<file path="config.mk">
export PLATFORM = sky130hd
export DESIGN_NAME = hi_arbiter_rr
export DESIGN_NICKNAME = d
export VERILOG_FILES = /design/src/rtl/hi_arbiter_rr.sv
export SDC_FILE = /design/constraint.sdc
export NUM_CORES = 1
export LEC_CHECK = 0
export ABC_CLOCK_PERIOD_IN_PS = 3750
export CAP_MARGIN = 30
export CORE_AREA = 2 2 333 335
export DETAILED_ROUTE_END_ITERATION = 7
export DIE_AREA = 0 0 335 337
export PLACE_DENSITY = 0.3
export SLEW_MARGIN = 25
export SYNTH_ARGS = -nofsm -noshare
export SYNTH_HDL_FRONTEND = slang
export SYNTH_SLANG_ARGS = --single-unit
</file>
<file path="constraint.sdc">
create_clock -name ifclk -period 3.75 [get_ports ifclk]
set_input_delay 0.9375 -clock ifclk [delete_from_list [all_inputs] [get_ports ifclk]]
set_output_delay 0.9375 -clock ifclk [all_outputs]
set_load 0.01 [all_outputs]
</file>
<file path="src/rtl/hi_arbiter_rr.sv">
// hi_arbiter_rr: shares one device-side register bus among NUM_HOSTS hosts.
//
// Ports:
//   ifclk, reset            clock, synchronous active-high reset
//   I_di_*                  packed per-host request buses (host k at slice k)
//   I_lock_arbiter          per-host request to keep the bus between transfers
//   O_di_*                  packed per-host returns; only the granted host sees
//                           device returns, and not during the blank cycle
//   di_*  (out)             device-side bus, a mux of the granted host's inputs
//   di_*  (in)              device-side returns
//   active_host_num         currently granted host
//   lock_timeout            one-cycle pulse when a held lock is overridden
//
// Arbitration happens only while the granted host is idle and not holding
// a lock. A read request from a host that is not granted is remembered as a
// fault. When that host is later granted, its request is replayed as a
// single-cycle di_read_req pulse.
module hi_arbiter_rr #(
  parameter int NUM_HOSTS = 4,
  parameter int RR_MODE   = 1,
  parameter int LOCK_MAX  = 0,
  localparam int HW = (NUM_HOSTS > 1) ? $clog2(NUM_HOSTS) : 1
) (
  input  logic                      ifclk,
  input  logic                      reset,
  input  logic [16*NUM_HOSTS-1:0]   I_di_term_addr,
  input  logic [32*NUM_HOSTS-1:0]   I_di_reg_addr,
  input  logic [32*NUM_HOSTS-1:0]   I_di_len,
  input  logic [32*NUM_HOSTS-1:0]   I_di_reg_datai,
  input  logic [NUM_HOSTS-1:0]      I_di_read_mode,
  input  logic [NUM_HOSTS-1:0]      I_di_read_req,
  input  logic [NUM_HOSTS-1:0]      I_di_read,
  input  logic [NUM_HOSTS-1:0]      I_di_write_mode,
  input  logic [NUM_HOSTS-1:0]      I_di_write,
  input  logic [NUM_HOSTS-1:0]      I_lock_arbiter,
  output logic [NUM_HOSTS-1:0]      O_di_read_rdy,
  output logic [NUM_HOSTS-1:0]      O_di_write_rdy,
  output logic [32*NUM_HOSTS-1:0]   O_di_reg_datao,
  output logic [16*NUM_HOSTS-1:0]   O_di_transfer_status,
  output logic [15:0]               di_term_addr,
  output logic [31:0]               di_reg_addr,
  output logic [31:0]               di_len,
  output logic [31:0]               di_reg_datai,
  output logic                      di_read_mode,
  output logic                      di_read_req,
  output logic                      di_read,
  output logic                      di_write_mode,
  output logic                      di_write,
  input  logic                      di_read_rdy,
  input  logic                      di_write_rdy,
  input  logic [31:0]               di_reg_datao,
  input  logic [15:0]               di_transfer_status,
  output logic [HW-1:0]             active_host_num,
  output logic                      lock_timeout
);

  logic [HW-1:0]        host_q, host_d;
  logic                 blank_q, blank_d;
  logic [NUM_HOSTS-1:0] fault_q, fault_d;
  logic                 replay_q, replay_d;
  logic [31:0]          cnt_q, cnt_d;
  logic                 lock_exp_q, lock_exp_d;
  logic                 lock_to_q, lock_to_d;

  logic [NUM_HOSTS-1:0] r, others;
  logic [HW-1:0]        pick;
  logic [HW:0]          idx;
  logic [31:0]          cnt_inc;
  logic                 busy, arb_en, change, lock_inc, expire_hit;

  // Device-side bus follows the granted host combinationally.
  assign di_term_addr  = I_di_term_addr[{host_q, 4'b0} +: 16];
  assign di_reg_addr   = I_di_reg_addr[{host_q, 5'b0} +: 32];
  assign di_len        = I_di_len[{host_q, 5'b0} +: 32];
  assign di_reg_datai  = I_di_reg_datai[{host_q, 5'b0} +: 32];
  assign di_read_mode  = I_di_read_mode[host_q];
  assign di_read       = I_di_read[host_q];
  assign di_write_mode = I_di_write_mode[host_q];
  assign di_write      = I_di_write[host_q];
  assign di_read_req   = I_di_read_req[host_q] | replay_q;

  assign active_host_num = host_q;
  assign lock_timeout    = lock_to_q;

  // Returns are steered to the granted host; the blank cycle after a grant
  // change hides any return still in flight for the previous owner.
  always_comb begin
    O_di_read_rdy        = '0;
    O_di_write_rdy       = '0;
    O_di_reg_datao       = '0;
    O_di_transfer_status = '0;
    for (int k = 0; k < NUM_HOSTS; k++) begin
      if (host_q == HW'(k) && !blank_q) begin
        O_di_read_rdy[k]                = di_read_rdy;
        O_di_write_rdy[k]               = di_write_rdy;
        O_di_reg_datao[32*k +: 32]      = di_reg_datao;
        O_di_transfer_status[16*k +: 16] = di_transfer_status;
      end
    end
  end

  always_comb begin
    r              = I_di_read_mode | I_di_write_mode;
    others         = r;
    others[host_q] = 1'b0;
    busy   = di_read_mode | di_write_mode | (I_lock_arbiter[host_q] & ~lock_exp_q);
    arb_en = !busy && !replay_q && !fault_q[host_q] && (r != '0);

    // Candidate selection. The round-robin scan runs from the farthest
    // offset to the nearest, so the last match is the first host after the
    // current one. The current host itself sits at offset NUM_HOSTS.
    pick = host_q;
    idx  = '0;
    if (RR_MODE == 0) begin
      for (int k = 0; k < NUM_HOSTS; k++)
        if (r[k]) pick = HW'(k);
    end else begin
      for (int i = NUM_HOSTS; i >= 1; i--) begin
        idx = {1'b0, host_q} + (HW+1)'(i);
        if (idx >= (HW+1)'(NUM_HOSTS)) idx = idx - (HW+1)'(NUM_HOSTS);
        if (r[idx[HW-1:0]]) pick = idx[HW-1:0];
      end
    end

    change  = arb_en && (pick != host_q);
    host_d  = change ? pick : host_q;
    blank_d = change;

    for (int k = 0; k < NUM_HOSTS; k++)
      fault_d[k] = (host_q == HW'(k)) ? 1'b0 : (fault_q[k] | I_di_read_req[k]);

    // The fault clears one cycle after grant. Masking with replay_q still
    // keeps the replay to a single pulse.
    replay_d = fault_q[host_q] & ~replay_q;

    // The lock counts only while it actually keeps another host waiting.
    lock_inc   = I_lock_arbiter[host_q] & ~di_read_mode & ~di_write_mode & (|others);
    cnt_inc    = cnt_q + 32'd1;
    cnt_d      = lock_inc ? cnt_inc : 32'd0;
    expire_hit = (LOCK_MAX != 0) && lock_inc && !lock_exp_q && (cnt_inc == 32'(LOCK_MAX));
    lock_to_d  = expire_hit;
    if (change || !I_lock_arbiter[host_q]) lock_exp_d = 1'b0;
    else if (expire_hit)                   lock_exp_d = 1'b1;
    else                                   lock_exp_d = lock_exp_q;
  end

  always_ff @(posedge ifclk) begin
    if (reset) begin
      host_q     <= '0;
      blank_q    <= 1'b0;
      fault_q    <= '0;
      replay_q   <= 1'b0;
      cnt_q      <= '0;
      lock_exp_q <= 1'b0;
      lock_to_q  <= 1'b0;
    end else begin
      host_q     <= host_d;
      blank_q    <= blank_d;
      fault_q    <= fault_d;
      replay_q   <= replay_d;
      cnt_q      <= cnt_d;
      lock_exp_q <= lock_exp_d;
      lock_to_q  <= lock_to_d;
    end
  end

endmodule

</file>
==> Yosys cells after proc, flatten, opt, wreduce, memory -nomap -nowiden <==
Index checks and enable logic that the tools add are counted.
{ "classes": {"order_cmp": 9, "multipliers": 0, "reduce_logical": 18, "div_mod_pow": 0, "n_mux": 46, "shifts": 4, "n_eq_ne": 4, "n_bitwise": 10, "n_addsub": 8} }
{ "ops": {"columns": ["cell", "n"], "rows": [
  ["indexed part select 128 x 8 -> 32 bit", 3],
  ["2-to-1 mux 32 bit", 4],
  ["2-to-1 mux 16 bit", 4],
  ["indexed part select 64 x 7 -> 16 bit", 1],
  ["binary-select mux 1 bit (select 2 bit)", 11],
  ["2-to-1 mux 1 bit", 19],
  ["2-to-1 mux 2 bit", 8],
  ["< comparator 2 x 3 -> 1 bit (second input constant)", 5],
  [">= comparator 3 bit (second input constant)", 4],
  ["logical AND 1 bit", 8],
  ["OR reduction 2 bit", 4],
  ["subtractor 2 x 1 -> 2 bit (second input constant)", 4],
  ["OR 1 bit", 7],
  ["adder 2 x 2 -> 3 bit (second input constant)", 2],
  ["equality test 2 bit (second input constant)", 2],
  ["logical NOT 1 bit", 4],
  ["OR 4 bit", 1],
  ["nonzero test 4 bit", 1],
  ["adder 2 x 1 -> 3 bit (second input constant)", 1],
  ["adder 2 x 3 -> 3 bit (second input constant)", 1],
  ["equality test 2 x 1 -> 1 bit (second input constant)", 1],
  ["logical NOT 2 bit", 1],
  ["!= test 2 bit", 1],
  ["AND 1 bit", 1],
  ["inverter 1 bit", 1]
]} }
{ "totals": {"rom_bits": 0, "latch_bits": 0, "register_bits": 8, "elab_cells": 106, "memories": 0, "in_bits": 524, "ram_bits": 0, "output_inout_bits": 320} }

==> Logic depth before layout (Yosys ltp) <==
{ "depth": {"depth_word": 11, "ltp_mapped": 10, "ltp_nobuf": 6} }

==> Least setup slack after synthesis <==
OpenSTA, ideal clock, no wires.
{ "synth_timing": {"path_type": "register -> output", "start": "reg host_q[0] (netlist: active_host_num[0])", "end": "out O_di_read_rdy[0]", "path_stages_with_launch": 10, "slack_ps": 591, "arrival_time_ps": 2221, "n_path_buf": 5, "required_time_ps": 2812, "path_cell_list": "dfxtp_1 buf_2 clkbuf_1 buf_4 buf_2 inv_2 ha_1 nor2b_1 clkbuf_1 and2_1"} }
{ "synth_between": {"elab_chain_cells": 3} }
{ "synth_rtl": {"columns": ["element", "line", "source"], "rows": [
  ["from (decl)", "57", "logic [HW-1:0] host_q, host_d;"],
  ["from (signal assigned)", "157", "host_q <= host_d;"],
  ["logical NOT 2 bit", "93", "if (host_q == HW'(k) && !blank_q) begin"],
  ["logical AND 1 bit", "93", null],
  ["2-to-1 mux 1 bit", "93", null],
  ["to (decl)", "36", "output logic [NUM_HOSTS-1:0] O_di_read_rdy,"]
]} }
No other way between the ends.

==> Final worst setup path <==
{ "layout_timing": {"start": "in I_di_term_addr[22]", "end": "out di_term_addr[6]"} }
{ "layout_between": {"elab_chain_cells": 1} }
{ "layout_rtl": {"columns": ["element", "line", "source"], "rows": [
  ["from (decl)", "26", "input logic [16*NUM_HOSTS-1:0] I_di_term_addr,"],
  ["indexed part select 64 x 7 -> 16 bit", "72", "assign di_term_addr = I_di_term_addr[{host_q, 4'b0} +: 16];"],
  ["to (decl)", "40", "output logic [15:0] di_term_addr,"]
]} }
No other way between the ends.

==> metrics.txt <==
# DRC 0; Core Area around 110000 um2; main flop type after synthesis dfxtp_1; Buf/Inv on CP 2; H-tree levels 1; Top delay family on crit path buffers and inverters; placed cell count 2660; Num CTS Buffers 3; Cell Area, Placed approximately 15000 um2; Hold Path Class flop to flop; largest net degree at the start of global routing 67; Critical Path Stages 3; number of synthesized flops with an enable pin 0; 1st-iter DRT viols 249; CTS root buf clkbuf_16; slack of the worst reg-to-reg path approximately 770 ps; pre-CTS setup slack -17.4 ps; vias in the first global route about 8300; Worst path max stage delay approximately 640 ps; Required @ worst endpoint 2810 ps; Lkg Pwr about 4.8 nW; area overhead of the layout relative to synthesis 224%; RSZ-0062 raised after global routing no; max-cap violation count 0; CP Launch Type input port; Post-Synthesis Cells approximately 430; reg2reg path depth 6; # setup viols final 0; Reg clk slew, reported paths roughly 40 ps; CP dominant cell by count clkdlybuf4s50_1; Yosys cell types 27; FF-to-FF End blank_q; # IOs around 840; fin crit share 0.954; Synth Warn # 0; post-route design area 15000 um2; Initial Utilization 0.0422; worst-path cell chain clkdlybuf4s50_1 -> mux4_2 -> clkdlybuf4s50_1; total die area between 100000 and 150000 um2; final critical-path required period around 3600 ps; final setup TNS 0 ps; Layout Cells excl Fill 2679; Peak Freq approximately 280 MHz; Max clock buf depth 2; outcome complete, no violations; PwrDens approximately 170 nW/um2; CTS tree done; drt pass-1 iters 4; Syn Std Cell Area about 4600 um2; syn avg cell area about 11 um2; top-count cell post-synth and2_1; Hold Vio Cnt, Final 0; CTS Sinks 8; synthesized flop and latch total 8; Die Y between 300 and 400 um; Port Buffers approximately 840; actual slew at the worst max-slew pin roughly 770 ps; syn_nets roughly 960; top cells by count, synth 200 x and2_1, 119 x mux4_2, 26 x clkbuf_1; post-synthesis sequential area ratio 0.0346; total congestion overflow 0; Slew Limit Fails 0; via/cell ratio about 2.8; detailed placement HPWL slightly above 60000 um; CP Capture Type primary output; Critical Path Source I_di_term_addr[22]; share of layout cells above drive strength 1 0.128; clock skew 15.2 ps; DIE WIDTH around 340 um; final worst slack around 170 ps; Core Rows around 120; WL/cell 25.2 um; Hold-fix buffers, CTS 0; CP Class input port to primary output; Critical Path Sink di_term_addr[6]; share of the synthesized area in the top cell type 0.579; maximum VDD drop between 0.1 and 0.15 mV; Async S/R FF share, synth 0; R2R Path Start active_host_num[0]; first-pass GRT wire length around 84000 um; GPL Wtd Cong between 0.9 and 1; vias between 7000 and 8000; Net count, final approximately 1800; Total GRT Usage 0.113; Worst-Skew Late Latency roughly 260 ps; most area-consuming cells after synthesis mux4_2 58%, and2_1 27%, dfxtp_1 3.5%; antenna violations before repair 19; Worst path slowest cell clkdlybuf4s50_1; headroom to the max-slew limit 0.488; largest area contributor in the netlist mux4_2; antenna-violating nets left 0; Detailed Route WL between 60000 and 70000 um; hold wc startpoint fault_q[3]; crit path DAT 2640 ps; worst-path fanout max 1
-- repair_timing --
item,4_1_cts,5_1_grt
setup buffers,0,0
setup endpoints to repair,1,1
hold endpoints to repair,0,0
pin swaps,0,0
gates cloned,0,0
gates resized for setup,1,1
-- cells by family after synthesis --
logic type      count (synthesis)  share of synthesized area
buf+inv                        52                     0.0473
flops                           8                     0.0346
simple gates                  232                      0.304
mux                           121                      0.584
fa+ha+maj                       4                     0.0108
compound gates                  9                     0.0181
other cells                     1                   0.000810
-- state kept, by name, summed over array words and instances, names as in the netlist --
| signal | flops |
|---|---|
| blank_q | 1 |
| fault_q | 4 |
| active_host_num | 2 |
| replay_q | 1 |
-- tightest hold or removal path: stages (launching register included) --
cell and delay (ps):
dfxtp_1 330, nor2_1 70, nor3_1 120
-- layout by cell type, fill, tap and decap left out, types with 3 or more instances in the layout --
cell type	Yosys	final
and2_1	200	200
clkdlybuf4s50_1	0	831
nor3_1	6	6
nand2_1	5	5
mux4_2	119	119
clkbuf_16	0	3
diode_2	0	14
buf_12	0	10
nor2_1	12	12
nor2b_4	0	4
dfxtp_1	8	6
buf_4	2	15
ha_1	4	4
a21oi_1	3	3
-- layer usage --
layer	wire [um]	track usage	share of wire
met1	26900	0.132	0.40
met2	32500	0.195	0.48
met3	6990	0.0462	0.10
met4	1170	0.0190	0.017
met5	54	0	0.00080
-- how the worst min path moves through the flow --
stage,endpoint,slack [ps],cells after the start
5_1_grt,fault_q[3],580,2
2_1_floorplan,replay_q,440,1
6_report,fault_q[3],560,2
3_5_place_dp,fault_q[2],540,2
3_3_place_gp,fault_q[3],580,2
4_1_cts,fault_q[2],550,2
-- report_power, final --
group | switching (W) | internal (W)
sequential | 0.0000210 | 0.0000916
clock | 0.0000674 | 0.000144
combinational | 0.000951 | 0.00131
total | 0.00104 | 0.00154
-- cell type report --
| type | instances | area, um2 |
|---|---|---|
| Fill cell | 12405 | 94600 |
| Sequential cell | 8 | 168 |
| Multi-Input combinational cell | 367 | 4280 |
| Tap cell | 1426 | 1780 |
| Inverter | 3 | 11.3 |
| Timing Repair Buffer | 857 | 8640 |
| Antenna cell | 14 | 35.0 |
| Clock buffer | 4 | 78.8 |
-- metrics by stage --
step	hold WS, ps	total power, W	util
6_report	565	0.00258	0.137
3_5_place_dp	542	0.00243	0.136
4_1_cts	554	0.00267	0.136
5_1_grt	580	0.00273	0.137
3_3_place_gp	583	0.00244	0.136
2_1_floorplan	437	0.000798	-
Power figures use the tool's default switching activity.
